$ cat src/rtl/mem_port_arbiter_pkg.sv
// ---------------------------------------------------------------------------
// mem_port_arbiter_pkg
// Shared constants and the read-owner encoding for the memory port arbiter.
// Revision: 1.0
// ---------------------------------------------------------------------------
`default_nettype none

package mem_port_arbiter_pkg;

  localparam int REG_WIDTH           = 32;
  localparam int INST_MEM_ADDR_WIDTH = 10;

  // Which requester the read currently in flight belongs to
  typedef enum logic [1:0] {
    OWNER_NONE = 2'd0,
    OWNER_IF   = 2'd1,
    OWNER_LS   = 2'd2
  } owner_e;

endpackage

`default_nettype wire

$ cat src/rtl/mem_port_starve_ctr.sv
// ---------------------------------------------------------------------------
// mem_port_starve_ctr
// Saturating up-counter with synchronous clear; clear has priority over inc.
// Revision: 1.0
// ---------------------------------------------------------------------------
`default_nettype none

module mem_port_starve_ctr #(
  parameter int WIDTH = 4,
  parameter int MAX   = 4
) (
  input  logic             clk,
  input  logic             rst_n,
  input  logic             i_inc,
  input  logic             i_clr,
  output logic [WIDTH-1:0] o_cnt,
  output logic             o_at_max
);

  localparam logic [WIDTH-1:0] C_MAX = WIDTH'(MAX);

  logic [WIDTH-1:0] r_cnt;

  // Count up on inc, stick at MAX, clear on request
  always_ff @(posedge clk or negedge rst_n) begin
    if (!rst_n) begin
      r_cnt <= '0;
    end else if (i_clr) begin
      r_cnt <= '0;
    end else if (i_inc && (r_cnt != C_MAX)) begin
      r_cnt <= r_cnt + WIDTH'(1);
    end
  end

  assign o_cnt    = r_cnt;
  assign o_at_max = (r_cnt == C_MAX);

endmodule

`default_nettype wire

$ cat src/rtl/mem_port_arbiter.sv
// ---------------------------------------------------------------------------
// mem_port_arbiter
// Shares one single-port memory between fetch (IF) and load/store (LS).
// LS has priority; IF is forced through after STARVE_MAX consecutive losses.
// Optional build macro: MEM_PORT_ARBITER_PERF_EN adds conflict/starve counters.
// Revision: 1.0
// ---------------------------------------------------------------------------
`default_nettype none

module mem_port_arbiter #(
  parameter int REG_WIDTH  = mem_port_arbiter_pkg::REG_WIDTH,
  parameter int ADDR_WIDTH = mem_port_arbiter_pkg::INST_MEM_ADDR_WIDTH,
  parameter int STARVE_MAX = 4
) (
  input  logic                  clk,
  input  logic                  rst_n,
  input  logic                  i_if_req,
  input  logic [REG_WIDTH-1:0]  i_if_addr,
  output logic                  o_if_gnt,
  output logic                  o_if_rvalid,
  output logic [REG_WIDTH-1:0]  o_if_rdata,
  input  logic                  i_ls_req,
  input  logic                  i_ls_we,
  input  logic [REG_WIDTH-1:0]  i_ls_addr,
  input  logic [REG_WIDTH-1:0]  i_ls_wdata,
  output logic                  o_ls_gnt,
  output logic                  o_ls_rvalid,
  output logic [REG_WIDTH-1:0]  o_ls_rdata,
  output logic                  o_mem_en,
  output logic                  o_mem_we,
  output logic [ADDR_WIDTH-1:0] o_mem_addr,
  output logic [REG_WIDTH-1:0]  o_mem_wdata,
  input  logic [REG_WIDTH-1:0]  i_mem_rdata
`ifdef MEM_PORT_ARBITER_PERF_EN
  ,
  output logic [15:0]           o_conflict_cnt,
  output logic [15:0]           o_starve_hit
`endif
);

  import mem_port_arbiter_pkg::*;

  logic                 w_at_max;
  logic [3:0]           w_starve_cnt;
  logic                 w_if_gnt;
  logic                 w_ls_gnt;
  logic                 w_ls_rd;
  logic                 w_starve_inc;
  logic                 w_starve_clr;
  owner_e               r_owner;
  logic [REG_WIDTH-1:0] r_if_hold;
  logic [REG_WIDTH-1:0] r_ls_hold;

  // Grants are forced low while reset is asserted
  assign w_if_gnt = rst_n & i_if_req & (~i_ls_req | w_at_max);
  assign w_ls_gnt = rst_n & i_ls_req & ~w_if_gnt;
  assign w_ls_rd  = w_ls_gnt & ~i_ls_we;

  assign w_starve_inc = i_if_req & w_ls_gnt;
  assign w_starve_clr = w_if_gnt | ~i_if_req;

  mem_port_starve_ctr #(
    .WIDTH (4),
    .MAX   (STARVE_MAX)
  ) u_starve_ctr (
    .clk      (clk),
    .rst_n    (rst_n),
    .i_inc    (w_starve_inc),
    .i_clr    (w_starve_clr),
    .o_cnt    (w_starve_cnt),
    .o_at_max (w_at_max)
  );

  assign o_if_gnt = w_if_gnt;
  assign o_ls_gnt = w_ls_gnt;

  // Steer the granted requester onto the memory port; idle drives zeros
  always_comb begin
    o_mem_en    = w_if_gnt | w_ls_gnt;
    o_mem_we    = w_ls_gnt & i_ls_we;
    o_mem_addr  = '0;
    o_mem_wdata = '0;
    if (w_if_gnt) begin
      o_mem_addr = i_if_addr[ADDR_WIDTH+1:2];
    end else if (w_ls_gnt) begin
      o_mem_addr  = i_ls_addr[ADDR_WIDTH+1:2];
      o_mem_wdata = i_ls_wdata;
    end
  end

  // Record who owns this cycle's read and latch returning data for hold
  always_ff @(posedge clk or negedge rst_n) begin
    if (!rst_n) begin
      r_owner   <= OWNER_NONE;
      r_if_hold <= '0;
      r_ls_hold <= '0;
    end else begin
      if (r_owner == OWNER_IF) r_if_hold <= i_mem_rdata;
      if (r_owner == OWNER_LS) r_ls_hold <= i_mem_rdata;
      if (w_if_gnt)     r_owner <= OWNER_IF;
      else if (w_ls_rd) r_owner <= OWNER_LS;
      else              r_owner <= OWNER_NONE;
    end
  end

  // Returned word passes straight through in the response cycle
  assign o_if_rvalid = (r_owner == OWNER_IF);
  assign o_ls_rvalid = (r_owner == OWNER_LS);
  assign o_if_rdata  = o_if_rvalid ? i_mem_rdata : r_if_hold;
  assign o_ls_rdata  = o_ls_rvalid ? i_mem_rdata : r_ls_hold;

`ifdef MEM_PORT_ARBITER_PERF_EN
  logic w_conf_max_unused;
  logic w_hit_max_unused;

  mem_port_starve_ctr #(
    .WIDTH (16),
    .MAX   (16'hFFFF)
  ) u_conflict_ctr (
    .clk      (clk),
    .rst_n    (rst_n),
    .i_inc    (i_if_req & i_ls_req),
    .i_clr    (1'b0),
    .o_cnt    (o_conflict_cnt),
    .o_at_max (w_conf_max_unused)
  );

  mem_port_starve_ctr #(
    .WIDTH (16),
    .MAX   (16'hFFFF)
  ) u_starve_hit_ctr (
    .clk      (clk),
    .rst_n    (rst_n),
    .i_inc    (w_if_gnt & i_ls_req),
    .i_clr    (1'b0),
    .o_cnt    (o_starve_hit),
    .o_at_max (w_hit_max_unused)
  );
`endif

  // Address bits outside the word index are intentionally dropped
  logic w_unused;
  assign w_unused = ^{i_if_addr, i_ls_addr, w_starve_cnt};

endmodule

`default_nettype wire

$ cat config.mk
export PLATFORM = sky130hd
export DESIGN_NAME = mem_port_arbiter
export DESIGN_NICKNAME = d
export VERILOG_FILES = /design/src/rtl/mem_port_arbiter_pkg.sv /design/src/rtl/mem_port_starve_ctr.sv /design/src/rtl/mem_port_arbiter.sv
export SDC_FILE = /design/constraint.sdc
export NUM_CORES = 1
export LEC_CHECK = 0
export ABC_CLOCK_PERIOD_IN_PS = 2800
export BUFFER_PORTS_ARGS = -buffer_cell sky130_fd_sc_hd__buf_2
export CAP_MARGIN = 20
export CORE_MARGIN = 3
export CORE_UTILIZATION = 31
export CTS_BUF_LIST = sky130_fd_sc_hd__clkbuf_4 sky130_fd_sc_hd__clkbuf_8
export DETAILED_ROUTE_END_ITERATION = 16
export MAX_ROUTING_LAYER = met4
export SLEW_MARGIN = 20
export SYNTH_ARGS = -nofsm -noshare
export SYNTH_HDL_FRONTEND = slang
export SYNTH_HIERARCHICAL = 1
export SYNTH_SLANG_ARGS = --single-unit
$ cat constraint.sdc
create_clock -name clk -period 2.8 [get_ports clk]
set_input_delay 0.14 -clock clk [delete_from_list [all_inputs] [get_ports clk]]
set_output_delay 0.14 -clock clk [all_outputs]
set_load 0.03 [all_outputs]
After elaboration in Yosys (flattened, before gate mapping)
Cells that the tools add are included.
Cells by class
  $add $sub $neg: 1
  muxes and demuxes: 10
  reductions and logical operators: 2
  bitwise logic cells: 14
  eq/ne operators: 4
Operators with widths (count)
  $mux W32: 4
  $mux W10: 2
  $mux W4: 2
  $and A1 B1 Y1: 7
  $add A4 B1 Y4 const B: 1
  $eq A4 B3 Y1 const B: 1
  $mux W2: 2
  $ne A4 B3 Y1 const B: 1
  $not A1 Y1: 4
  $or A1 B1 Y1: 3
  $eq A2 B1 Y1 const B: 1
  $eq A2 B2 Y1 const B: 1
  $reduce_bool A2 Y1: 1
  $logic_and A1 B1 Y1: 1
Word-level totals
  word-level logic and storage cells: 35
  bits of input ports: 133
  output and inout bits: 112
  bits in registers: 70

Depth between registers and ports, before layout
Gate-level depths: netlist of run 1.
  depth in word-level cells: 9
  depth in mapped cells: 10
  depth with buffers taken out: 9

Hierarchy
Netlist of run 1, hierarchy kept.
Modules (own cells, without submodules)
  mem_port_arbiter: sequential area each 1651.6 sq um, times used 1, area each 3181.8 sq um, cells each 228
  mem_port_starve_ctr: sequential area each 100.1 sq um, times used 1, area each 234.0 sq um, cells each 24

Worst setup path before layout of run 1
Ideal clock, no wire load.
  path type: reg-to-reg
  start point: reg u_starve_ctr.r_cnt[0] (netlist: u_starve_ctr/o_cnt[0])
  end point: reg u_starve_ctr.r_cnt[3] (netlist: u_starve_ctr/o_cnt[3])
  slack: 727 ps
  stages on the path, launching flop included: 11
  required time: 2722 ps
  setup time: 78 ps
  period minus slack after synthesis: 2073 ps
  data arrival time: 1995 ps
  path buffers: 1
  cell sequence: dfrtp_1 > inv_1 > ha_1 > nand3b_4 > inv_2 > nor2b_1 > buf_2 > and3_1 > nand4_1 > or3_1 > a21oi_1
Between the ends
  longest elaborated chain between the ends: 8
  elaborated cells between the ends (all ways): 13
  classes of those cells: add/sub (1); eq/ne (2); mux (2); bitwise (6); reduce/logical (2)
RTL lines
  start, declared: line mem_port_starve_ctr.sv:22  | logic [WIDTH-1:0] r_cnt;
  start signal, assigned: line mem_port_starve_ctr.sv:31  | r_cnt <= r_cnt + WIDTH'(1);
  $eq A4 B3 Y1: line mem_port_starve_ctr.sv:36  | assign o_at_max = (r_cnt == C_MAX);
  via w_at_max: line mem_port_arbiter.sv:43  | logic w_at_max;
  $or A1 B1 Y1: line mem_port_arbiter.sv:55  | assign w_if_gnt = rst_n & i_if_req & (~i_ls_req | w_at_max);
  $and A1 B1 Y1: line mem_port_arbiter.sv:55
  $not A1 Y1: line mem_port_arbiter.sv:56  | assign w_ls_gnt = rst_n & i_ls_req & ~w_if_gnt;
  $and A1 B1 Y1: line mem_port_arbiter.sv:56
  $and A1 B1 Y1: line mem_port_arbiter.sv:59  | assign w_starve_inc = i_if_req & w_ls_gnt;
  via w_starve_inc: line mem_port_arbiter.sv:48  | logic w_starve_inc;
  $logic_and A1 B1 Y1: line mem_port_starve_ctr.sv:30  | end else if (i_inc && (r_cnt != C_MAX)) begin
  $reduce_bool A2 Y1 (no line)
The timed path passes the listed nets, and every way through them passes these cells. The select of a mux whose other input is x is not followed.
A chain may end at the register's enable or synchronous reset.

Worst setup path after layout of run 1
  start point: reg u_starve_ctr.r_cnt[0] (netlist: u_starve_ctr/o_cnt[0])
  end point: out o_if_gnt
Between the ends
  longest elaborated chain between the ends: 3
RTL lines
  $eq A4 B3 Y1: line mem_port_starve_ctr.sv:36
  via w_at_max: line mem_port_arbiter.sv:43
  $or A1 B1 Y1: line mem_port_arbiter.sv:55
  $and A1 B1 Y1: line mem_port_arbiter.sv:55
  end, declared: line mem_port_arbiter.sv:19  | output logic o_if_gnt,
The timed path passes the listed nets, and every way through them passes these cells.

==> out/qor.txt, run 1 <==
Outcome: finished, final reports clean
DR iter-0 viols: 135
IO Port Bufs: 200
Overflow after GRT: 0
F_max: 445.8 MHz
Max H-tree Level: 3
PwrDens: 689.7 nW/µm²
Complex-gate fraction of the synthesized area: 4.432%
Critical path fanouts, max: 12
Register area share after synthesis: 51.28%
Top FF cell, synth: dfrtp_1
Distinct cells, synth: 26
Worst Min Path Start: i_ls_we
Post-Route WL: 9107 µm
Vias in the first global route: 2803
Post-CTS setup buffers: 0
Crit Path Category: register to output port
Leading cell type in the layout, fill and taps excluded: buf_2
Simple-gate share of the synthesized area: 11.36%
Max_cap viols: 0
Initial core utilization: 32.50%
CTS tree: yes
FP Rows: 37
Final hold vios: 0
Vias per cell: 4.636
Fin nets: 587
Worst path required time: 2.66 ns
Clock sinks: 70
DR vias: 2749
Multiplexer share of the synthesized area: 27.47%
Final TNS setup: 0 ns
Wire per inst: 15.36 µm
Crit share post-route: 80.12%
Root Driver: clkbuf_8
Final max-slew violation count: 0
1st-pass router iterations: 4
Worst setup startpoint: u_starve_ctr/o_cnt[0]
Core box area: 10510 µm²
Post-Place Cell Area: 4533 µm²
Area grow syn2layout: 38.42%
# fillers: 1008
Startpoint Class: register
Leak: 2.657 nW
Global-route wire length before repair: 14520 µm
Die height: 111.0 µm
Clock Tree Buf Depth: 2
Initial antenna violation count: 0
Die Wd: 111.0 µm
Min Tclk post-route: 2.243 ns
Worst-Skew Late Latency: 0.34 ns
IO Count: 245
Fin area: 4728 µm²
Synth async-reset ratio: 100.0%
CTS buffer count: 9
Post-route ant nets: 0
Post-Layout Cell Count: 593
Final Wtd Congestion: 0.7975
Largest vdd supply drop: 0.2816 mV
Warnings, synthesis: 6
RSZ-0062 raised after global routing: false
Class of the worst hold path: primary input to register
Ant. Diodes: 0
Area taken by flip-flops and latches: 1752 µm²
Critical Path End Type: output port
Cells after synthesis: 252
Post-Synthesis Cell Area: 3416 µm²
Reg2reg start: u_starve_ctr/o_cnt[0]
HPWL Detailed: 7011 µm
Number of enable flip-flop cells after synthesis: 0
Final Hold Slack: 0.02151 ns
Setup violators final: 0
Commonest non-fill, non-tap cells in the layout: buf_2, dfrtp_1, mux2_4, and3_1, nand2_1
Layout cells sized above 1: 64.77%
Relative slew slack: 59.35%
Multi-input logic area: 1513 µm²
Die ar.: 12310 µm²
CTS resizes: 0
Power after layout: 3.261 mW
GRT Overall Usage: 14.94%
Synthesized Nets: 387
Post-route DRC: 0
Synth Register Bits: 70
CTS clk-pin slew, worst paths: 0.08 ns
Arrival time at the worst endpoint: 2.10 ns
Post-Synth XOR/XNOR Area: 0%
Largest family of logic cells by synthesized area: multiplexers
Skew final: 0.009012 ns
Inst Count DP: 576
Post-Synthesis Mean Instance Area: 13.55 µm²
Measured slew at the worst slew-check pin: 0.6098 ns
Largest net degree at the start of global routing: 53
Post-Synth Adder-Cell Area: 0.7326%
what timing repair did:
item / 4_1_cts / 5_1_grt
hold buffers: 1 / 0
setup endpoints to repair: 0 / 0
endpoints found under the hold margin: 10 / 0
logic make-up (layout without fill, tap and decap cells):
group / count (synthesis) / in the layout
buffers and inverters: 26 / 231
AO/OA/AOI/OAI: 19 / 19
multiplexers: 64 / 64
AND/OR/NAND/NOR: 71 / 71
adder cells (fa/ha/maj): 2 / 2
flip-flops: 70 / 70
sequential cells by signal, summed over array words and instances (netlist names):
name	cells
r_if_hold	32
r_ls_hold	32
r_owner	2
u_starve_ctr/o_cnt	4
cell type report:
type                            count  share of cell area, %
Clock buffer                        9                  2.620
Clock inverter                      7                  1.297
Inverter                            6                 0.4763
Multi-Input combinational cell    156                  31.99
Sequential cell                    70                  37.05
Tap cell                          136                  3.599
Timing Repair Buffer              209                  22.97
cells in the mapped netlist, drive strengths merged (2+ instances only):
library cell	instances	area share [%]
a21o	2	0.51
a21oi	4	0.59
and3	34	6.2
buf	14	3.4
clkbuf	6	0.66
dfrtp	70	51
ha	2	0.73
inv	6	0.66
mux2	64	27
nand2	21	2.3
nand3	3	0.44
nor2	4	0.44
nor2b	2	0.37
nor3	3	0.44
o32ai	10	2.6
layer usage:
layer / track usage [%] / vias to the layer above / wire [µm]
met5: - / - / 0
met4: 3.941 / 0 / 53
met3: 3.384 / 4 / 660
met2: 24.51 / 141 / 4408
met1: 18.68 / 1313 / 3985
li1: - / 1291 / -
critical path: stages (launching register included):
cell      delay [ns]
dfrtp_1         0.41
inv_1           0.11
ha_1            0.20
nand3b_4        0.11
inv_2           0.11
nor2b_1         0.07
buf_4           0.17
nor3_1          0.31
buf_2           0.28
metrics by stage:
step	util (%)	setup slack [ns]
4_1_cts	44.99	0.5132
3_5_place_dp	43.14	0.7468
3_3_place_gp	43.14	0.8793
2_1_floorplan	-	0.7266
6_report	44.99	0.5566
5_1_grt	44.99	0.3750
worst paths after layout:
path	cells after the start	end	slack, ns
setup / recovery	8	o_if_gnt	0.56
hold / removal	2	r_owner[1]	0.02
setup reg to reg	9	u_starve_ctr/o_cnt[3]	0.75
hold reg to reg	1	r_ls_hold[22]	0.49
max in group asynchronous	3	r_ls_hold[27]	1.54
min in group asynchronous	2	u_starve_ctr/o_cnt[1]	0.30
report_power, final:
group | switching [mW] | internal, mW
Clock | 0.426 | 0.338
Sequential | 0.0527 | 1.20
Combinational | 0.764 | 0.478
Total | 1.24 | 2.02
(Power assumes the default switching activity.)
==> run 2: changes to the inputs <==
ABC_CLOCK_PERIOD_IN_PS = 2100   (was 2800)
clock period = 2.1 ns   (was 2.8 ns; I/O delays follow)
==> run 2 against run 1 <==
  * Via count increased by 0.47%
  * Critical path type unchanged
  * Clock skew increased by 0.0022 ns
  * Wire length increased by 0.99%
  * Register-to-register slack got worse by 0.44 ns
  * Largest cell class unchanged
==> out/qor.txt, run 2 (synthesis gave the netlist of run 1 again) <==
Clock sinks: 70 (unchanged)
Sw frac: 37.58% (was 38.12%)
F_max: 503.3 MHz
Power after layout: 4.310 mW (was 3.261 mW)
Critical path fanouts, max: 12 (unchanged)
Int Pwr: 2.691 mW (was 2.018 mW)
Setup violators final: 0 (unchanged)
Die height: 111.0 µm (unchanged)
Max_cap viols: 0 (unchanged)
Max H-tree Level: 3 (unchanged)
Worst-Skew Late Latency: 0.33 ns (was 0.34 ns)
Reg power frac: 38.9% (was 38.5%)
Die ar.: 12310 µm² (unchanged)
Wire per inst: 15.35 µm (was 15.36 µm)
Measured slew at the worst slew-check pin: 0.6103 ns (was 0.6098 ns)
CTS clk-pin slew, worst paths: 0.07 ns (was 0.08 ns)
Critical Path End Type: output port (unchanged)
Final Hold Slack: 0.01857 ns (was 0.02151 ns)
IO Port Bufs: 200 (unchanged)
Post-Route WL: 9197 µm (was 9107 µm)
Post-Place Cell Area: 4556 µm² (was 4533 µm²)
Final max-slew violation count: 0 (unchanged)
Clock Tree Buf Depth: 2 (unchanged)
Min Tclk post-route: 1.987 ns
Comb pwr share: 39.1% (was 38.1%)
Vias per cell: 4.611 (was 4.636)
Largest vdd supply drop: 0.4008 mV (was 0.2816 mV)
Final Wtd Congestion: 0.8174 (was 0.7975)
Die Wd: 111.0 µm (unchanged)
Overflow after GRT: 0 (unchanged)
Sw Pwr: 1.620 mW (was 1.243 mW)
HPWL Detailed: 6979 µm (was 7011 µm)
Root Driver: clkbuf_8 (unchanged)
1st-pass router iterations: 4 (unchanged)
PwrDens: 880.8 nW/µm² (was 689.7 nW/µm²)
DR iter-0 viols: 76 (was 135)
Worst path required time: 2.00 ns (was 2.66 ns)
Arrival time at the worst endpoint: 1.88 ns (was 2.10 ns)
Fin area: 4893 µm² (was 4728 µm²)
Crit Path Category: register to output port (unchanged)
Startpoint Class: register (unchanged)
FP Rows: 37 (unchanged)
Initial antenna violation count: 0 (unchanged)
DR vias: 2762 (was 2749)
Leak: 2.720 nW (was 2.657 nW)
Class of the worst hold path: primary input to register (unchanged)
Layout cells sized above 1: 67.82% (was 64.77%)
Post-route ant nets: 0 (unchanged)
Core box area: 10510 µm² (unchanged)
Final core utilization: 46.57% (was 44.99%)
Relative slew slack: 59.31% (was 59.35%)
Ant. Diodes: 0 (unchanged)
IO Count: 245 (unchanged)
Crit share post-route: 94.61%
CTS tree: yes (unchanged)
Fin nets: 593 (was 587)
Final hold vios: 0 (unchanged)
CTS buffer count: 9 (unchanged)
Outcome: finished, final reports clean (unchanged)
GRT Overall Usage: 15.53% (was 14.94%)
Area grow syn2layout: 43.26% (was 38.42%)
Clock power share: 22.0% (was 23.5%)
Vias in the first global route: 2990 (was 2803)
Commonest non-fill, non-tap cells in the layout: buf_2, dfrtp_1, mux2_4, and3_1, buf_4 (was buf_2, dfrtp_1, mux2_4, and3_1, nand2_1)
Leading cell type in the layout, fill and taps excluded: buf_2 (unchanged)
Skew final: 0.01116 ns (was 0.009012 ns)
Largest net degree at the start of global routing: 51 (was 53)
Global-route wire length before repair: 15210 µm (was 14520 µm)
Post-route DRC: 0 (unchanged)
Initial core utilization: 32.50% (unchanged)
run 2: cell count changes in the layout (fill, tap and decap cells not counted), moves of 2 or more:
cell	delta
buf_4	+16
buf_2	-11
o32ai_1	-9
o32ai_2	+9
clkinv_2	+3
inv_6	-2
run 2: final cells by class:
| cell class | instances | area (µm²) |
|---|---|---|
| fillers | 953 | 5615 |
| flip-flops and latches | 70 | 1752 |
| multi-input cells | 156 | 1612 |
| repair buffers | 215 | 1162 |
| well taps | 136 | 170.2 |
| clock buffers | 9 | 123.9 |
| clock inverters | 7 | 48.80 |
| inverters | 6 | 25.02 |
run 2: what timing repair did:
item | 4_1_cts | 5_1_grt
setup endpoints to repair | 43 | 43
cloned | 0 | 0
gates resized for setup | 24 | 4
hold buffers | 1 | 0
setup buffers | 0 | 3
hold endpoints to repair | 10 | 0
run 2: worst max-delay path, cell delays in order (launching register included):
cell      delay [ns]
dfrtp_1         0.38
inv_1           0.12
ha_4            0.15
nand3b_4        0.10
inv_4           0.10
nor2b_1         0.06
buf_6           0.16
o32ai_2         0.27
buf_4           0.20
run 2: stage by stage:
| stage | worst slack (ns) | TNS (ns) | std cells |
|---|---|---|---|
| 3_3_place_gp | 0.2492 | 0 | 579 |
| 5_1_grt | -0.004855 | -0.009268 | 599 |
| 3_5_place_dp | 0.1671 | 0 | 579 |
| 2_1_floorplan | 0.02658 | 0 | 252 |
| 4_1_cts | 0.003354 | 0 | 596 |
| 6_report | 0.1131 | 0 | 599 |
run 2: path summary, 6_finish.rpt:
kind	from	end	slack, ns	cells past startpoint
setup / recovery	u_starve_ctr/o_cnt[1]	o_mem_addr[9]	0.11	8
hold / removal	i_ls_we	r_owner[1]	0.02	2
setup reg to reg	u_starve_ctr/o_cnt[1]	u_starve_ctr/o_cnt[3]	0.31	9
hold reg to reg	r_ls_hold[26]	r_ls_hold[26]	0.49	1
max in group asynchronous	rst_n	r_ls_hold[30]	0.95	3
min in group asynchronous	rst_n	r_if_hold[10]	0.24	2
run 2: layer usage:
layer  track usage [%]  part of all wire [%]  routed length [µm]
met5                 -                     0                   0
met3             3.330                   6.8                 629
met1             19.09                    42                3898
met4             4.598                   1.4                 127
met2             25.77                    49                4541
run 2: power groups by stage:
| stage | registers (mW) | logic, mW | clock network [mW] |
|---|---|---|---|
| finish | 1.68 | 1.69 | 0.948 |
| detailed placement | 1.70 | 1.67 | 0 |
| floorplan | 1.68 | 1.21 | 0 |
| global placement | 1.69 | 1.65 | 0 |
| global route | 1.70 | 1.79 | 1.05 |
| CTS | 1.68 | 1.70 | 0.996 |
